--- src/rtl/ycbcr444_rgb888_pkg.sv ---
// Shared colour-space-conversion constants and the output saturation helper,
// used by both the forward and the inverse YCbCr converters.
package ycbcr_pkg;

  localparam int CSC_W   = 18;
  localparam int CSC_LAT = 3;

  localparam logic signed [CSC_W-1:0] K_RCR = 18'sd359;
  localparam logic signed [CSC_W-1:0] K_GCB = 18'sd88;
  localparam logic signed [CSC_W-1:0] K_GCR = 18'sd183;
  localparam logic signed [CSC_W-1:0] K_BCB = 18'sd454;
  localparam logic        [7:0]       C_OFS = 8'd128;
  localparam logic signed [CSC_W-1:0] RND   = 18'sd128;

  // Drop the 8 fraction bits (floor) and clamp the integer part to 0..255.
  function automatic logic [7:0] sat_u8(input logic signed [CSC_W-1:0] i_sum);
    logic signed [CSC_W-1:0] w_shr;
    logic [7:0]              w_res;
    w_shr = i_sum >>> 8;
    if (w_shr < 18'sd0) begin
      w_res = 8'd0;
    end else if (w_shr > 18'sd255) begin
      w_res = 8'd255;
    end else begin
      w_res = w_shr[7:0];
    end
    return w_res;
  endfunction

endpackage

--- src/rtl/ycbcr444_rgb888_if.sv ---
// Pixel stream bundle: per_* is the YCbCr side entering the converter,
// post_* is the RGB side leaving it.
interface ycbcr444_rgb888_if #(
  parameter int XW = 11,
  parameter int YW = 10
);
  logic          per_frame_vsync;
  logic          per_frame_href;
  logic          per_frame_clken;
  logic [7:0]    per_img_Y;
  logic [7:0]    per_img_Cb;
  logic [7:0]    per_img_Cr;
  logic [XW-1:0] per_setx;
  logic [YW-1:0] per_sety;
  logic          post_frame_vsync;
  logic          post_frame_href;
  logic          post_frame_clken;
  logic [XW-1:0] post_setx;
  logic [YW-1:0] post_sety;
  logic [7:0]    post_img_red;
  logic [7:0]    post_img_green;
  logic [7:0]    post_img_blue;

  modport master (
    output per_frame_vsync, per_frame_href, per_frame_clken,
    output per_img_Y, per_img_Cb, per_img_Cr, per_setx, per_sety,
    input  post_frame_vsync, post_frame_href, post_frame_clken,
    input  post_setx, post_sety, post_img_red, post_img_green, post_img_blue
  );

  modport slave (
    input  per_frame_vsync, per_frame_href, per_frame_clken,
    input  per_img_Y, per_img_Cb, per_img_Cr, per_setx, per_sety,
    output post_frame_vsync, post_frame_href, post_frame_clken,
    output post_setx, post_sety, post_img_red, post_img_green, post_img_blue
  );
endinterface

--- src/rtl/ycbcr444_rgb888_sync_delay.sv ---
// Fixed-depth shift register with asynchronous clear; keeps sync and
// coordinate bits aligned with the arithmetic pipeline.
module sync_delay #(
  parameter int WIDTH = 1,
  parameter int DEPTH = 1
) (
  input  logic             clk,
  input  logic             rst_n,
  input  logic [WIDTH-1:0] i_d,
  output logic [WIDTH-1:0] o_q
);

  logic [WIDTH-1:0] r_stage [DEPTH];

  // Shift one stage per clock; reset flushes every stage.
  always_ff @(posedge clk or negedge rst_n) begin
    if (!rst_n) begin
      for (int i = 0; i < DEPTH; i++) begin
        r_stage[i] <= {WIDTH{1'b0}};
      end
    end else begin
      r_stage[0] <= i_d;
      for (int i = 1; i < DEPTH; i++) begin
        r_stage[i] <= r_stage[i-1];
      end
    end
  end

  assign o_q = r_stage[DEPTH-1];

endmodule

--- src/rtl/ycbcr444_rgb888.sv ---
// Three-stage YCbCr 4:4:4 -> RGB888 converter: multiply, sum with rounding,
// then shift and saturate. Sync/coordinates ride a matching delay line.
module ycbcr444_rgb888
  import ycbcr_pkg::*;
#(
  parameter int XW = 11,
  parameter int YW = 10
) (
  input logic               clk,
  input logic               rst_n,
  ycbcr444_rgb888_if.slave  bus
);

  localparam int SW = 3 + XW + YW;

  logic signed [CSC_W-1:0] w_cb;
  logic signed [CSC_W-1:0] w_cr;
  logic signed [CSC_W-1:0] r_y256, r_rcr, r_gcb, r_gcr, r_bcb;
  logic signed [CSC_W-1:0] r_sum_r, r_sum_g, r_sum_b;
  logic [7:0]              r_red, r_green, r_blue;
  logic [SW-1:0]           w_sync_in;
  logic [SW-1:0]           w_sync_out;

  // Chroma offset removal; results span -128..127 held at full datapath width.
  assign w_cb = $signed({10'b0, bus.per_img_Cb}) - $signed({10'b0, C_OFS});
  assign w_cr = $signed({10'b0, bus.per_img_Cr}) - $signed({10'b0, C_OFS});

  // Stage 1: scaled luma and the four chroma products.
  always_ff @(posedge clk or negedge rst_n) begin
    if (!rst_n) begin
      r_y256 <= 18'sd0;
      r_rcr  <= 18'sd0;
      r_gcb  <= 18'sd0;
      r_gcr  <= 18'sd0;
      r_bcb  <= 18'sd0;
    end else begin
      r_y256 <= $signed({2'b00, bus.per_img_Y, 8'h00});
      r_rcr  <= K_RCR * w_cr;
      r_gcb  <= K_GCB * w_cb;
      r_gcr  <= K_GCR * w_cr;
      r_bcb  <= K_BCB * w_cb;
    end
  end

  // Stage 2: per-channel sums including the round-half-up term.
  always_ff @(posedge clk or negedge rst_n) begin
    if (!rst_n) begin
      r_sum_r <= 18'sd0;
      r_sum_g <= 18'sd0;
      r_sum_b <= 18'sd0;
    end else begin
      r_sum_r <= r_y256 + r_rcr + RND;
      r_sum_g <= r_y256 - r_gcb - r_gcr + RND;
      r_sum_b <= r_y256 + r_bcb + RND;
    end
  end

  // Stage 3: shift out the fraction and clamp into the output registers.
  always_ff @(posedge clk or negedge rst_n) begin
    if (!rst_n) begin
      r_red   <= 8'd0;
      r_green <= 8'd0;
      r_blue  <= 8'd0;
    end else begin
      r_red   <= sat_u8(r_sum_r);
      r_green <= sat_u8(r_sum_g);
      r_blue  <= sat_u8(r_sum_b);
    end
  end

  assign w_sync_in = {bus.per_frame_vsync, bus.per_frame_href, bus.per_frame_clken,
                      bus.per_setx, bus.per_sety};

  sync_delay #(
    .WIDTH (SW),
    .DEPTH (CSC_LAT)
  ) u_sync_delay (
    .clk   (clk),
    .rst_n (rst_n),
    .i_d   (w_sync_in),
    .o_q   (w_sync_out)
  );

  assign {bus.post_frame_vsync, bus.post_frame_href, bus.post_frame_clken,
          bus.post_setx, bus.post_sety} = w_sync_out;
  assign bus.post_img_red   = r_red;
  assign bus.post_img_green = r_green;
  assign bus.post_img_blue  = r_blue;

endmodule

--- src/flat_wrapper.sv ---
// flat-port wrapper written by rule: the top's interface ports become plain ports
module ycbcr444_rgb888_flat import ycbcr_pkg::*;
#(
  parameter int XW = 11,
  parameter int YW = 10
)
  (clk, rst_n, bus_per_frame_vsync, bus_per_frame_href, bus_per_frame_clken, bus_per_img_Y, bus_per_img_Cb, bus_per_img_Cr, bus_per_setx, bus_per_sety, bus_post_frame_vsync, bus_post_frame_href, bus_post_frame_clken, bus_post_setx, bus_post_sety, bus_post_img_red, bus_post_img_green, bus_post_img_blue);
  ycbcr444_rgb888_if #(.XW(XW), .YW(YW)) bus_i ();
  input logic clk;
  input logic rst_n;
  input wire logic [$bits(bus_i.per_frame_vsync)-1:0] bus_per_frame_vsync;
  input wire logic [$bits(bus_i.per_frame_href)-1:0] bus_per_frame_href;
  input wire logic [$bits(bus_i.per_frame_clken)-1:0] bus_per_frame_clken;
  input wire logic [$bits(bus_i.per_img_Y)-1:0] bus_per_img_Y;
  input wire logic [$bits(bus_i.per_img_Cb)-1:0] bus_per_img_Cb;
  input wire logic [$bits(bus_i.per_img_Cr)-1:0] bus_per_img_Cr;
  input wire logic [$bits(bus_i.per_setx)-1:0] bus_per_setx;
  input wire logic [$bits(bus_i.per_sety)-1:0] bus_per_sety;
  output wire logic [$bits(bus_i.post_frame_vsync)-1:0] bus_post_frame_vsync;
  output wire logic [$bits(bus_i.post_frame_href)-1:0] bus_post_frame_href;
  output wire logic [$bits(bus_i.post_frame_clken)-1:0] bus_post_frame_clken;
  output wire logic [$bits(bus_i.post_setx)-1:0] bus_post_setx;
  output wire logic [$bits(bus_i.post_sety)-1:0] bus_post_sety;
  output wire logic [$bits(bus_i.post_img_red)-1:0] bus_post_img_red;
  output wire logic [$bits(bus_i.post_img_green)-1:0] bus_post_img_green;
  output wire logic [$bits(bus_i.post_img_blue)-1:0] bus_post_img_blue;
  assign bus_i.per_frame_vsync = bus_per_frame_vsync;
  assign bus_i.per_frame_href = bus_per_frame_href;
  assign bus_i.per_frame_clken = bus_per_frame_clken;
  assign bus_i.per_img_Y = bus_per_img_Y;
  assign bus_i.per_img_Cb = bus_per_img_Cb;
  assign bus_i.per_img_Cr = bus_per_img_Cr;
  assign bus_i.per_setx = bus_per_setx;
  assign bus_i.per_sety = bus_per_sety;
  assign bus_post_frame_vsync = bus_i.post_frame_vsync;
  assign bus_post_frame_href = bus_i.post_frame_href;
  assign bus_post_frame_clken = bus_i.post_frame_clken;
  assign bus_post_setx = bus_i.post_setx;
  assign bus_post_sety = bus_i.post_sety;
  assign bus_post_img_red = bus_i.post_img_red;
  assign bus_post_img_green = bus_i.post_img_green;
  assign bus_post_img_blue = bus_i.post_img_blue;
  ycbcr444_rgb888 #(.XW(XW), .YW(YW)) u_core (.clk(clk), .rst_n(rst_n), .bus(bus_i));
endmodule
--- config.mk ---
export PLATFORM = sky130hd
export DESIGN_NAME = ycbcr444_rgb888_flat
export DESIGN_NICKNAME = d
export VERILOG_FILES = /design/src/rtl/ycbcr444_rgb888_pkg.sv /design/src/rtl/ycbcr444_rgb888_if.sv /design/src/rtl/ycbcr444_rgb888_sync_delay.sv /design/src/rtl/ycbcr444_rgb888.sv /design/src/flat_wrapper.sv
export SDC_FILE = /design/constraint.sdc
export NUM_CORES = 1
export LEC_CHECK = 0
export ABC_CLOCK_PERIOD_IN_PS = 6700
export BUFFER_PORTS_ARGS = -buffer_cell sky130_fd_sc_hd__buf_2
export CAP_MARGIN = 20
export CORE_AREA = 2 2 143 145
export DETAILED_ROUTE_END_ITERATION = 8
export DIE_AREA = 0 0 145 147
export PLACE_DENSITY = 0.79
export SYNTH_ARGS = -nofsm -noshare
export SYNTH_HDL_FRONTEND = slang
export SYNTH_HIERARCHICAL = 1
export SYNTH_SLANG_ARGS = --single-unit
--- constraint.sdc ---
create_clock -name clk -period 6.7 [get_ports clk]
set_clock_uncertainty 0.05 [all_clocks]
set_input_delay 1.005 -clock clk [delete_from_list [all_inputs] [get_ports clk]]
set_output_delay 1.005 -clock clk [all_outputs]
set_load 0.03 [all_outputs]
# == Yosys cells after proc, flatten, opt, wreduce, memory -nomap -nowiden ==
# Index checks and enable logic that the tools add are counted.
# word_totals
regBits,226
word_cells,39
# classes
n_addsub,9
order_cmp,6
n_mul,4
muxes,6
# ops
operator,n
"18-bit by 9-bit adder with 18-bit output, second input constant",3
8-bit two-way mux,6
17-bit by 18-bit adder with 18-bit output,2
"10-bit by 9-bit greater-than comparator with 1-bit output, second input constant",3
"10-bit by 1-bit less-than comparator with 1-bit output, second input constant",3
"10-bit by 18-bit multiplier with 18-bit output, first input constant",1
"5-bit by 18-bit multiplier with 15-bit output, first input constant",1
"9-bit by 18-bit multiplier with 17-bit output, first input constant",1
"9-bit by 18-bit multiplier with 18-bit output, first input constant",1
17-bit by 18-bit subtractor with 18-bit output,1
18-bit subtractor,1
"8-bit by 8-bit subtractor with 9-bit output, second input constant",2

# == Logic depth before layout (Yosys ltp) ==
# depth
ltp_word,3
ltp_mapped,18
mapped_depth_nobuf,18

# == Hierarchy ==
# Netlist, hierarchy kept.
# modules_own_cells
mod,area_per_inst_um2,instances,seq_area_each_um2,cells_per_inst
ycbcr444_rgb888,9776.9,1,2902.8,952
sync_delay,1981.9,1,1801.7,96

# == Worst setup path before layout ==
# OpenSTA, ideal clock, no wires.
# synth_timing
path_kind,in2reg
startpoint,in bus_per_img_Cb[0]
endpoint,reg u_core.r_bcb[16]
arrival_time_ns,4.612
setup_time_ns,0.128
cell_stages,14
path_slack_ns,1.911
n_path_buf,0
path_cell_list,fa_1 -> ha_1 -> inv_1 -> fa_1 -> fa_1 -> fa_1 -> inv_1 -> ha_1 -> a31oi_1 -> nor2b_1 -> o21a_1 -> o311ai_0 -> a21oi_1 -> xor2_1
# synth_via
elab_chain_cells,2
# synth_lines
element,line,text
from (decl),flat_wrapper.sv:15,input wire logic [$bits(bus_i.per_img_Cb)-1:0] bus_per_img_Cb;
8-bit by 8-bit subtractor with 9-bit output,ycbcr444_rgb888.sv:25,"assign w_cb = $signed({10'b0, bus.per_img_Cb}) - $signed({10'b0, C_OFS});"
9-bit by 18-bit multiplier with 17-bit output,ycbcr444_rgb888.sv:41,r_bcb <= K_BCB * w_cb;
to (signal assigned),ycbcr444_rgb888.sv:41,
to (decl),ycbcr444_rgb888.sv:18,"logic signed [CSC_W-1:0] r_y256, r_rcr, r_gcb, r_gcr, r_bcb;"
# No other way between the ends.

# == Final worst setup path ==
# layout_timing
startpoint,in bus_per_img_Cr[7]
endpoint,reg u_core.r_gcr[17]
# layout_via
elab_chain_cells,2
# layout_lines
element,line,text
from (decl),flat_wrapper.sv:16,input wire logic [$bits(bus_i.per_img_Cr)-1:0] bus_per_img_Cr;
8-bit by 8-bit subtractor with 9-bit output,ycbcr444_rgb888.sv:26,"assign w_cr = $signed({10'b0, bus.per_img_Cr}) - $signed({10'b0, C_OFS});"
9-bit by 18-bit multiplier with 18-bit output,ycbcr444_rgb888.sv:40,r_gcr <= K_GCR * w_cr;
to (signal assigned),ycbcr444_rgb888.sv:40,
to (decl),ycbcr444_rgb888.sv:18,
# No other way between the ends.

==> results.txt <==
- Once the clock tree was built, the resizer swapped 0 gates to a different size.
- At the worst endpoint, the required time is 7.00 ns.
- Layout-stage area growth over the synthesis result: 10.7%
- The layout has 1458 filler cells.
- In the post-synthesis netlist, the cell with the most instances is sky130_fd_sc_hd__ha_1.
* Largest delay contributor family on the critical path: adder cells
- In the synthesized netlist the dominant register cell turns out to be sky130_fd_sc_hd__dfrtp_1.
* Transition at the pin with the smallest max-transition slack: 0.793 ns
- The number of placed instances, taps included, is 1383.
* Total standard cell area after synthesis: 11800 um^2
- Final setup violating endpoints: 0
- Final Hold Violating Endpoints: 0
- The largest single stage delay on the critical path is 0.52 ns.
* Count of non-filler cells in the finished layout: 1416
- Dpl hpwl: 17600 um
- Counting flops with a built-in enable in the synthesized netlist gives 0.
* Total wirelength of the detailed-routed design: 22900 um
* Count of routing violations after the opening detailed-route iteration: 345
- Using the TritonRoute via totals, the vias-per-cell ratio works out to 5.24.
- On the critical path, the stage with the largest delay is an instance of sky130_fd_sc_hd__fa_1.
- Period Utilization, post-route: 73.5%
- Number of placement rows: 52
* Max Buffers Root-to-Sink: 2
- The worst setup path is launched from a primary input.
* Crit-path max FO: 8
- In the synthesized netlist the async set-or-reset flop fraction comes to 100%.
- The path class of the tightest hold or removal check is flip-flop to flip-flop.
* Maximum vdd drop: 0.000216 V
* Area enclosed by the die boundary: 21300 um^2
* Number of global-route vias before repair: 7724
* Synth cell count leaders: sky130_fd_sc_hd__ha_1 (190), sky130_fd_sc_hd__dfrtp_1 (188), sky130_fd_sc_hd__inv_1 (186), sky130_fd_sc_hd__nor2_1 (77), sky130_fd_sc_hd__fa_1 (68)
* Count of TritonRoute iterations in the first routing pass: 5
- Number of different library cells in the post-synthesis netlist: 56
- Routability-driven placement finished with a final weighted congestion of 0.942.
* Number of hold buffers added after CTS: 0
- CP Class: primary input to flip-flop
* Run status: finished clean
- The finished cells cover 13000 um^2.
* Number of nets in the layout: 1441
- The signal on the critical path passes through buf_2 > inv_1 > ha_1 > inv_1 > ha_1 > inv_1 > fa_1 > inv_1 > fa_1 > ha_1 > ha_1 > a211oi_1 > o21a_1 > o211ai_1 > a21o_1 > a21oi_1 > xnor2_1.
* Worst reg2reg path startpoint: u_core/r_y256[8]
- Pin count of the biggest net entering global routing: 123
- First-pass GRT wire length: 38100 um
* Fin Setup TNS: 0 ns
- Leakage power figure: 6.83 nW
* Combined global-route utilization of all metal layers: 22.9%
- Instance count of the mapped netlist: 1048
* CTS sink count: 188
- In this run, synthesis produced a sequential element count of 188.
- The H-tree was split into 4 levels.
* Effective utilization at floorplan: 59.3%
- For this run the aggregate overflow at the end of global routing stands at 0.
- Dividing total power by cell area gives a power density of 431 nW/um^2.
- Across the run, the number of max-cap violations was 0.
- The total area inside the core boundary comes to 19800 um^2.
- Slew HR: 47.2%
* Number of antenna violations at the first check in global routing: 0
- Library cell with the largest summed area after synthesis: sky130_fd_sc_hd__dfrtp_1
- Data on the critical path arrives at its endpoint at 5.23 ns.
- Synth top area share: 40.0%
- Total number of vias: 7420
- The final number of max-transition violations is 0.
- Root cell of the clock tree: sky130_fd_sc_hd__clkbuf_16
- The routed design could run at a clock period as short as 4.92 ns.
* Die span in y: 147 um
- Ranking of synthesized cells by area: sky130_fd_sc_hd__dfrtp_1 (40%), sky130_fd_sc_hd__ha_1 (20%), sky130_fd_sc_hd__fa_1 (12%), sky130_fd_sc_hd__inv_1 (5.9%), sky130_fd_sc_hd__xnor2_1 (3.9%)
- Routed wirelength normalized by instance count: 16.2 um
- CTS clk-pin slew, worst paths: 0.07 ns
* Maximum operating frequency: 0.203 GHz
- Counting every net in the synthesized netlist gives 1356.
- Critical path buffer and inverter count: 5
- In this run the most critical hold path is launched from u_core/u_sync_delay/r_stage[42].
- CP endpoint kind: flip-flop
- In this run the post-CTS setup repair buffer count came out at 0.
- Source-to-sink clock delay at the later pin of the worst-skew pair: 0.44 ns
- Setup repair after global routing missed its margin: no
- Synth warn: 6
- In this run the count of I/O pins placed on the die edge is 98.
- Area post-placement: 12400 um^2
- The repair_antennas step left the layout with diodes totalling 0.
* Part of the Yosys area used for sequential elements: 40.0%
* Share of final-layout standard cells stronger than drive strength 1: 13.2%
- Total of buffers placed on input and output ports: 97
* Number of buffers inserted during clock tree synthesis: 17
* Clock tree from TritonCTS: built
- The detail route stage leaves a number of antenna-violating nets equal to 0.
* Remaining design rule violation count: 0
- Chip width: 145 um
- After synthesis, the mean cell area works out to 11.2 um^2.
- Timing startpoint of the critical path: bus_per_img_Cr[7]
## worst register-to-register path, cell delays in order, from the launching register on
cell	delay, ns
sky130_fd_sc_hd__dfrtp_1	0.49
sky130_fd_sc_hd__fa_1	0.52
sky130_fd_sc_hd__ha_1	0.41
sky130_fd_sc_hd__o21ai_0	0.12
sky130_fd_sc_hd__nor2_1	0.16
sky130_fd_sc_hd__o22ai_1	0.11
sky130_fd_sc_hd__a211oi_1	0.54
sky130_fd_sc_hd__o22ai_1	0.18
sky130_fd_sc_hd__xnor2_1	0.17
## logic make-up after synthesis
| logic type | count (synthesis) | share of synthesized area [%] |
|---|---|---|
| AOI/OAI and AO/OA | 149 | 8.40 |
| xor gates and xnor gates | 73 | 5.44 |
| adders and majority gates | 258 | 31.8 |
| buffers and inverters | 219 | 7.77 |
| DFF | 188 | 40.0 |
| muxes | 1 | 0.0851 |
| and+or+nand+nor | 160 | 6.51 |
## where the power goes
part	switching, mW	internal (mW)
clock	0.475	0.547
combinational	1.72	1.24
sequential	0.150	1.49
total	2.34	3.27
## metrics by stage
step                util (%)  total power, mW  hold slack (ns)  setup slack (ns)
detailed placement      62.4             4.55            0.285              1.33
CTS                     65.5             5.62            0.298              1.77
global route            65.6             6.08            0.308              1.49
global placement        62.4             4.43            0.281              1.48
floorplan                  -             3.88            0.281              1.91
finish                  65.6             5.61            0.301              1.78
## final timing paths
check	end	cells after the start	slack (ns)
setup / recovery	u_core/r_gcr[17]	17	1.78
hold / removal	u_core/u_sync_delay/o_q[18]	0	0.30
setup reg to reg	u_core/r_sum_g[15]	8	3.85
hold reg to reg	u_core/u_sync_delay/o_q[18]	0	0.30
max in group asynchronous	u_core/u_sync_delay/r_stage[54]	3	4.79
min in group asynchronous	u_core/u_sync_delay/o_q[1]	1	0.33
## registers in the layout (all words and copies together), names as in the netlist
signal,flops
u_core/r_rcr,11
u_core/r_sum_g,10
u_core/r_sum_b,10
u_core/r_sum_r,10
u_core/bus.post_img_blue,8
u_core/r_gcr,18
u_core/r_bcb,14
u_core/r_gcb,11
u_core/u_sync_delay/r_stage,48
u_core/u_sync_delay/o_q,24
u_core/bus.post_img_green,8
u_core/bus.post_img_red,8
u_core/r_y256,8
## placed cells by master (no fill, tap or decap), types with 4 or more instances in the layout
| master | count |
|---|---|
| sky130_fd_sc_hd__a211oi_1 | 5 |
| sky130_fd_sc_hd__a21o_1 | 15 |
| sky130_fd_sc_hd__a21oi_1 | 49 |
| sky130_fd_sc_hd__and2_1 | 4 |
| sky130_fd_sc_hd__and3_1 | 4 |
| sky130_fd_sc_hd__buf_2 | 96 |
| sky130_fd_sc_hd__clkbuf_16 | 17 |
| sky130_fd_sc_hd__clkinv_8 | 4 |
| sky130_fd_sc_hd__dfrtp_1 | 188 |
| sky130_fd_sc_hd__fa_1 | 68 |
| sky130_fd_sc_hd__ha_1 | 190 |
| sky130_fd_sc_hd__inv_1 | 186 |
| sky130_fd_sc_hd__inv_6 | 4 |
| sky130_fd_sc_hd__nand2_1 | 21 |
| sky130_fd_sc_hd__nand2b_1 | 9 |
| sky130_fd_sc_hd__nand3_1 | 4 |
| sky130_fd_sc_hd__nor2_1 | 77 |
| sky130_fd_sc_hd__nor2b_1 | 7 |
| sky130_fd_sc_hd__nor3_1 | 7 |
| sky130_fd_sc_hd__o21a_1 | 11 |
| sky130_fd_sc_hd__o21ai_0 | 27 |
| sky130_fd_sc_hd__o21bai_1 | 10 |
| sky130_fd_sc_hd__or2_2 | 9 |
| sky130_fd_sc_hd__xnor2_1 | 52 |
| sky130_fd_sc_hd__xor2_1 | 21 |
## routing by layer
metal / share of wire, % / vias up / global-route usage, %
met1: 43 / 3629 / 29.4
met2: 50 / 191 / 39.2
met3: 4.0 / 50 / 4.41
li1: - / 3550 / -
met5: 0 / - / 0
met4: 2.8 / 0 / 7.72
## area by class of cell
cell class,count,area [um^2],share of cell area (%)
Multi-Input combinational cell,641,6140,47.2
Sequential cell,188,4700,36.1
Inverter,186,698,5.36
Timing Repair Buffer,99,527,4.04
Clock buffer,19,443,3.40
Tap cell,270,338,2.59
Clock inverter,13,171,1.32
No activity file was read; power rests on OpenSTA's default activity.
